==> config.mk <==
export PLATFORM = sky130hd
export DESIGN_NAME = reset_sequencer_flat
export DESIGN_NICKNAME = d
export VERILOG_FILES = /design/src/rtl/reset_sequencer_if.sv /design/src/rtl/reset_sequencer.sv /design/src/flat_wrapper.sv
export SDC_FILE = /design/constraint.sdc
export NUM_CORES = 1
export LEC_CHECK = 0
export CAP_MARGIN = 20
export CORE_MARGIN = 1.5
export CORE_UTILIZATION = 50
export CTS_CLUSTER_DIAMETER = 30
export DETAILED_ROUTE_END_ITERATION = 16
export PLACE_DENSITY = 0.77
export SKIP_CTS_REPAIR_TIMING = 1
export SYNTH_ARGS = -nofsm -noshare
export SYNTH_HDL_FRONTEND = slang
export SYNTH_SLANG_ARGS = --single-unit
==> constraint.sdc <==
create_clock -name clk -period 5 [get_ports clk]
set_input_delay 1.5 -clock clk [delete_from_list [all_inputs] [get_ports clk]]
set_output_delay 1.5 -clock clk [all_outputs]
set_load 0.02 [all_outputs]
==> src/rtl/reset_sequencer_if.sv <==
// Control/status bundle between the reset sequencer and the blocks it sequences.
// The sequencer takes the master modport; the consumer of its resets takes slave.
interface reset_sequencer_if #(
    parameter int NUM_STAGES = 4
);
    localparam int SW = $clog2(NUM_STAGES + 1);

    logic                  soft_reset_req;
    logic [NUM_STAGES-1:0] stage_ready;
    logic [NUM_STAGES-1:0] reset_out;
    logic                  seq_done;
    logic [SW-1:0]         seq_stage;

    modport master (
        input  soft_reset_req,
        input  stage_ready,
        output reset_out,
        output seq_done,
        output seq_stage
    );

    modport slave (
        output soft_reset_req,
        output stage_ready,
        input  reset_out,
        input  seq_done,
        input  seq_stage
    );
endinterface

==> src/rtl/reset_sequencer.sv <==
// Releases NUM_STAGES reset domains in index order after a hold period and per-stage delays.
// Define RESET_SEQ_ACK_EN to make each release wait for that stage's stage_ready.
module reset_sequencer #(
    parameter int NUM_STAGES  = 4,
    parameter int STAGE_DELAY = 8,
    parameter int HOLD_CYCLES = 16
) (
    input  logic             clk,
    input  logic             reset,
    reset_sequencer_if.master bus
);
    localparam int SW   = $clog2(NUM_STAGES + 1);
    localparam int CMAX = (HOLD_CYCLES > STAGE_DELAY) ? HOLD_CYCLES : STAGE_DELAY;
    localparam int CW   = $clog2(CMAX + 1);

    localparam logic [CW-1:0] HOLD_LAST  = CW'(HOLD_CYCLES - 1);
    localparam logic [CW-1:0] STAGE_LAST = CW'(STAGE_DELAY - 1);
    localparam logic [SW-1:0] LAST_STAGE = SW'(NUM_STAGES - 1);
`ifdef RESET_SEQ_ACK_EN
    localparam logic [SW-1:0] ALL_STAGES = SW'(NUM_STAGES);
`endif

    typedef enum logic [1:0] {
        S_HOLD    = 2'd0,
        S_RELEASE = 2'd1,
`ifdef RESET_SEQ_ACK_EN
        S_WAIT_ACK = 2'd2,
`endif
        S_DONE    = 2'd3
    } state_t;

    state_t                r_state, w_state_next;
    logic [CW-1:0]         r_count, w_count_next;
    logic [NUM_STAGES-1:0] r_reset_out, w_reset_out_next;
    logic                  r_seq_done, w_seq_done_next;
    logic [SW-1:0]         r_seq_stage, w_seq_stage_next;

    logic [NUM_STAGES-1:0] w_stage_mask;
    logic                  w_release;
    logic                  w_last;
`ifdef RESET_SEQ_ACK_EN
    logic [NUM_STAGES-1:0] w_ack_mask;
    logic                  w_ack;
`endif

    // One-hot decode of seq_stage keeps every bit select in range.
    for (genvar gi = 0; gi < NUM_STAGES; gi++) begin : g_stage
        assign w_stage_mask[gi] = (r_seq_stage == SW'(gi));
`ifdef RESET_SEQ_ACK_EN
        assign w_ack_mask[gi]   = (r_seq_stage == SW'(gi + 1));
`endif
    end

    assign w_release = (r_state == S_RELEASE) && (r_count == STAGE_LAST);
    assign w_last    = (r_seq_stage == LAST_STAGE);
`ifdef RESET_SEQ_ACK_EN
    // Only the stage released most recently may acknowledge.
    assign w_ack     = |(bus.stage_ready & w_ack_mask);
`endif

    always_ff @(posedge clk or posedge reset) begin
        if (reset) begin
            r_state     <= S_HOLD;
            r_count     <= '0;
            r_reset_out <= '1;
            r_seq_done  <= 1'b0;
            r_seq_stage <= '0;
        end else begin
            r_state     <= w_state_next;
            r_count     <= w_count_next;
            r_reset_out <= w_reset_out_next;
            r_seq_done  <= w_seq_done_next;
            r_seq_stage <= w_seq_stage_next;
        end
    end

    always_comb begin
        w_state_next = r_state;
        w_count_next = r_count;
        if (bus.soft_reset_req) begin
            w_state_next = S_HOLD;
            w_count_next = '0;
        end else begin
            case (r_state)
                S_HOLD: begin
                    if (r_count == HOLD_LAST) begin
                        w_state_next = S_RELEASE;
                        w_count_next = '0;
                    end else begin
                        w_count_next = r_count + 1'b1;
                    end
                end
                S_RELEASE: begin
                    if (w_release) begin
                        w_count_next = '0;
`ifdef RESET_SEQ_ACK_EN
                        w_state_next = S_WAIT_ACK;
`else
                        w_state_next = w_last ? S_DONE : S_RELEASE;
`endif
                    end else begin
                        w_count_next = r_count + 1'b1;
                    end
                end
`ifdef RESET_SEQ_ACK_EN
                S_WAIT_ACK: begin
                    if (w_ack) begin
                        w_count_next = '0;
                        w_state_next = (r_seq_stage == ALL_STAGES) ? S_DONE : S_RELEASE;
                    end
                end
`endif
                S_DONE: begin
                    w_state_next = S_DONE;
                end
                default: begin
                    w_state_next = S_HOLD;
                    w_count_next = '0;
                end
            endcase
        end
    end

    // Soft request takes priority, so a release scheduled on the same edge is dropped.
    always_comb begin
        w_reset_out_next = r_reset_out;
        w_seq_done_next  = r_seq_done;
        w_seq_stage_next = r_seq_stage;
        if (bus.soft_reset_req) begin
            w_reset_out_next = '1;
            w_seq_done_next  = 1'b0;
            w_seq_stage_next = '0;
        end else begin
            case (r_state)
                S_RELEASE: begin
                    if (w_release) begin
                        w_reset_out_next = r_reset_out & ~w_stage_mask;
                        w_seq_stage_next = r_seq_stage + 1'b1;
`ifndef RESET_SEQ_ACK_EN
                        w_seq_done_next  = w_last;
`endif
                    end
                end
`ifdef RESET_SEQ_ACK_EN
                S_WAIT_ACK: begin
                    if (w_ack && (r_seq_stage == ALL_STAGES)) begin
                        w_seq_done_next = 1'b1;
                    end
                end
`endif
                default: begin
                    w_seq_done_next = r_seq_done;
                end
            endcase
        end
    end

    assign bus.reset_out = r_reset_out;
    assign bus.seq_done  = r_seq_done;
    assign bus.seq_stage = r_seq_stage;
endmodule

==> src/flat_wrapper.sv <==
// flat-port wrapper written by rule: the top's interface ports become plain ports
module reset_sequencer_flat 
#(
    parameter int NUM_STAGES  = 4,
    parameter int STAGE_DELAY = 8,
    parameter int HOLD_CYCLES = 16
)
  (clk, reset, bus_soft_reset_req, bus_stage_ready, bus_reset_out, bus_seq_done, bus_seq_stage);
  reset_sequencer_if #(.NUM_STAGES(NUM_STAGES)) bus_i ();
  input  logic clk;
  input  logic reset;
  input wire logic [$bits(bus_i.soft_reset_req)-1:0] bus_soft_reset_req;
  input wire logic [$bits(bus_i.stage_ready)-1:0] bus_stage_ready;
  output wire logic [$bits(bus_i.reset_out)-1:0] bus_reset_out;
  output wire logic [$bits(bus_i.seq_done)-1:0] bus_seq_done;
  output wire logic [$bits(bus_i.seq_stage)-1:0] bus_seq_stage;
  assign bus_i.soft_reset_req = bus_soft_reset_req;
  assign bus_i.stage_ready = bus_stage_ready;
  assign bus_reset_out = bus_i.reset_out;
  assign bus_seq_done = bus_i.seq_done;
  assign bus_seq_stage = bus_i.seq_stage;
  reset_sequencer #(.NUM_STAGES(NUM_STAGES), .STAGE_DELAY(STAGE_DELAY), .HOLD_CYCLES(HOLD_CYCLES)) u_core (.clk(clk), .reset(reset), .bus(bus_i));
endmodule
Word-level counts from Yosys, hierarchy flattened
Cells that the tools add are included.
{"block": "word_totals", "reg_bits": 15, "inputBits": 7, "out_inout_bits": 8}
{"block": "classes", "n_addsub": 2, "n_eq_ne": 10, "muxes": 18, "bitwise_logic": 2, "reduce_logical": 7}
{"op": "$mux 5", "count": 3}
{"op": "$pmux 5 s3", "count": 1}
{"op": "$mux 4", "count": 3}
{"op": "$mux 3", "count": 3}
{"op": "$mux 2", "count": 4}
{"op": "$eq 3x2->1 const B", "count": 2}
{"op": "$ne 3x2->1 const B", "count": 2}
{"op": "$pmux 2 s3", "count": 1}
{"op": "$add 5x1->5 const B", "count": 1}
{"op": "$eq 5x3->1 const B", "count": 1}
{"op": "$eq 5x4->1 const B", "count": 1}
{"op": "$and 4x4->4", "count": 1}
{"op": "$not 4->4", "count": 1}
{"op": "$reduce_and 2->1", "count": 2}
{"op": "$reduce_bool 2->1", "count": 2}
{"op": "$add 3x1->3 const B", "count": 1}
{"op": "$eq 3x1->1 const B", "count": 1}
{"op": "$logic_not 3->1", "count": 1}
{"op": "$mux 1", "count": 3}
{"op": "$eq 2x1->1 const B", "count": 1}
{"op": "$eq 2x2->1 const B", "count": 1}
{"op": "$logic_not 2->1", "count": 1}
{"op": "$ne 2x2->1 const B", "count": 1}
{"op": "$logic_and 1x1->1", "count": 1}

Longest topological paths before layout
{"block": "depth", "word_depth": 6, "ltp_mapped": 7, "ltp_nobuf": 7}

Worst setup path after synthesis
No wires, ideal clock.
{"block": "synth_timing", "path_type": "reg2out", "start": "reg u_core.r_reset_out[3] (netlist: u_core.bus.reset_out[3])", "end": "out bus_reset_out[3]", "t_arrival_ns": 0.563, "slack_ns": 2.937, "path_stages_with_launch": 1, "path_cell_list": "dfstp_2"}
{"element": "from (decl)", "line_no": "reset_sequencer.sv:34", "text": "logic [NUM_STAGES-1:0] r_reset_out, w_reset_out_next;"}
{"element": "from (signal assigned)", "line_no": "reset_sequencer.sv:71", "text": "r_reset_out <= w_reset_out_next;"}
{"element": "to (decl)", "line_no": "flat_wrapper.sv:14", "text": "output wire logic [$bits(bus_i.reset_out)-1:0] bus_reset_out;"}
No word-level cell between the ends.

Worst setup path after layout
{"block": "layout_timing", "start": "reg u_core.r_reset_out[3] (netlist: u_core.bus.reset_out[3])", "end": "out bus_reset_out[3]"}
No word-level cell between the ends.

==> run summary <==
The run finished with clean final reports. The logs give 554 for the number of global-route vias before repair and 0.205 mW for the power after layout. Number of warnings printed during yosys synthesis: 0. The max-capacitance violation count came out at 0.

The clock sink total was 15. Kind of critical path: reg -> out. The number of buffers inserted by port buffering is 10. The worst setup path is launched from a register. The count of standard-cell rows is 14. The initial core utilization was 0.540. TritonCTS built the clock tree. The delay of the slowest critical-path stage is 0.59 ns, and the height of the die is 43.3 um. After routing, the total negative slack on setup checks comes to 0 ns. The run gives 0 as the initial antenna violation count. The detailed router finished its first iteration with 20 violations.

The floorplan step defined a core boundary enclosing 1510 um2. The chip width came out at 43.3 um. The detail route stage leaves a number of antenna-violating nets equal to 0. The total number of nets in the final design was 112; the total global-route track usage was 0.169. The period utilization is 0.582, and the total via count in the routed design is 611. The root buffer cell chosen for the clock tree is clkbuf_4. For the worst-skew pair, the clock arrives at the later sink with an insertion delay of 0.27 ns. After detailed routing, the average wire length per cell comes to 12.5 um. Maximum fanout along the worst path: 2.

The run gives 0 as the number of DRC violations after detailed routing. The number of cells produced by synthesis was 83. The total of fill cells in the finished design is 124. Counting the buffers created by CTS gives 3. The remaining global-route overflow was 0.

Setup violations remaining at the end of the flow were counted as 0. Timing would allow up to 0.344 GHz. Averaged over all synthesized cells, the footprint is 9.80 um2.

For the worst setup path, the data arrival time is 1.41 ns. The net count after synthesis is 98, and the number of cells in the finished layout apart from fillers is 112. Summing all placed instances gives a cell area of 930 um2.

The clock-pin transition on the worst setup and hold timing paths is 0.09 ns. The transition at the pin with the smallest max-transition slack was 0.560 ns; the distinct cell type count after synthesis was 23. Area occupied by registers: 380 um2. The cell leakage power is 0.392 nW, and the worst setup timing slack at the placement stage is 2.04 ns.

The number of pins exceeding their max-slew limit in the final report was 0; the wire length after detailed routing was 1.40 mm. The via density per instance is 5.46, and the global-route wire length before repair is 2.37 mm. Across the routed clock network, the largest skew measured is 0.00173 ns. The final critical delay including setup and external delays works out to 2.91 ns. Counting flops and latches in the post-synthesis netlist gives 15. The run gives 0.468 as the sequential-to-total area share from yosys stat.

STA classifies the critical path endpoint as an output pin. Including well taps, the total number of placed cells is 108. The worst hold path belongs to the class reg -> reg.

The antenna diode instance count was 0. The area occupied by multi-input gates was 384 um2; the first-pass detailed-route iteration total was 4. Routability-driven placement finished with a final weighted congestion of 0.746. The critical path buffer and inverter count is 1, and the maximum VDD drop is 0.169 mV.

For the headroom to the max-slew limit, the log shows 0.626. Entering global routing, the biggest net connects 16 pins. The layout cell share with drive strength beyond 1 is 0.0938.

The critical path goes through clkdlybuf4s50_1. The hold violation count in the final report was 0; the power density over the cells was 214 nW/um2. The cell family contributing the most delay on the critical path is buffers and inverters. At the worst endpoint, the required time is 3.50 ns. The cell area after synthesis came out at 813 um2. The synthesis-to-finish area growth works out to 17.5%. The final HPWL from detailed placement is 1.04 mm. Cell with the largest stage delay on the worst path: clkdlybuf4s50_1. The die covers 1880 um2. The depth of the CTS H-tree is 1. The run gives 956 um2 as the final cell area excluding filler cells.

Setup repair after global routing left no endpoint under its margin. Setup slack closes at 2.09 ns. For the number of placed I/O pins, the log shows 15. No sink is reached through more buffers than the 2 on the longest clock path.
[flip-flops by register name, summed over array words and instances, names as in the netlist]
register	flops
u_core.bus.reset_out	4
u_core.r_state	2
u_core.r_count	5
u_core.bus.seq_done	1
u_core.bus.seq_stage	3
[cells in the mapped netlist]
cell type / n / area (um2)
and3b_1: 1 / 8.76
nor2_1: 5 / 18.8
o21ai_0: 5 / 25.0
ha_1: 8 / 100
inv_1: 12 / 45.0
nand3_1: 8 / 40.0
clkbuf_1: 1 / 3.75
nand4bb_2: 1 / 16.3
o211ai_1: 1 / 7.51
nand2_1: 2 / 7.51
dfrtp_1: 11 / 275
a21oi_1: 5 / 25.0
a31oi_1: 7 / 43.8
or3_1: 1 / 6.26
and4bb_4: 1 / 16.3
nor3_1: 2 / 10.0
and2b_1: 1 / 7.51
a21o_1: 1 / 7.51
dfstp_2: 4 / 105
a311oi_1: 1 / 8.76
nand2b_1: 3 / 18.8
o22ai_1: 1 / 6.26
mux2i_1: 1 / 10.0
[cells in the final DEF, fill, tap and decap left out, drive strengths merged]
master,netlist,routed
clkbuf,1,4
dfrtp,11,11
ha,8,8
a311oi,1,1
and4bb,1,1
nand2b,3,3
dfstp,4,4
clkdlybuf4s50,0,10
or3,1,1
o22ai,1,1
nand4bb,1,1
o211ai,1,1
and3b,1,1
a21oi,5,5
nor3,2,2
mux2i,1,1
a21o,1,1
and2b,1,1
o21ai,5,5
nand3,8,8
inv,12,12
nand2,2,2
nor2,5,5
a31oi,7,7
[cell type report]
cell class | count | share of cell area
well taps | 16 | 0.0209
flip-flops and latches | 15 | 0.398
inverters | 12 | 0.0471
multi-input cells | 55 | 0.402
clock buffers | 4 | 0.0275
repair buffers | 10 | 0.105
[metal layers]
metal,global-route usage,vias to the layer above,part of all wire
met2,0.257,11,0.43
met3,0.0417,2,0.052
met5,0,-,0
li1,-,320,-
met1,0.230,278,0.51
met4,0.0727,0,0.0064
[stage by stage]
| step | hold WS (ns) | util |
|---|---|---|
| finish | 0.510 | 0.635 |
| global route | 0.523 | 0.635 |
| CTS | 0.512 | 0.635 |
| detailed placement | 0.499 | 0.617 |
| global placement | 0.497 | 0.617 |
| floorplan | 0.475 | - |
[logic make-up after synthesis]
group,synth area share
AOI/OAI and AO/OA,0.152
adders and majority gates,0.123
muxes,0.0123
DFF,0.468
and+or+nand+nor,0.185
buffers and inverters,0.0600
[power breakdown]
group | internal, mW | switching, mW
logic | 0.00423 | 0.00718
registers | 0.123 | 0.00212
clock network | 0.0309 | 0.0371
[worst paths after layout]
path	startpoint	end	slack [ns]	cells after the start
worst max-delay path	u_core.bus.reset_out[3]	bus_reset_out[3]	2.09	1
worst min-delay path	u_core.bus.reset_out[2]	u_core.bus.reset_out[2]	0.51	2
worst max register to register	u_core.r_count[0]	u_core.r_count[4]	3.27	6
worst min register to register	u_core.bus.reset_out[2]	u_core.bus.reset_out[2]	0.51	2
max in group asynchronous	reset	u_core.bus.reset_out[1]	3.06	2
min in group asynchronous	reset	u_core.r_count[2]	1.57	2
(Power assumes the default switching activity.)
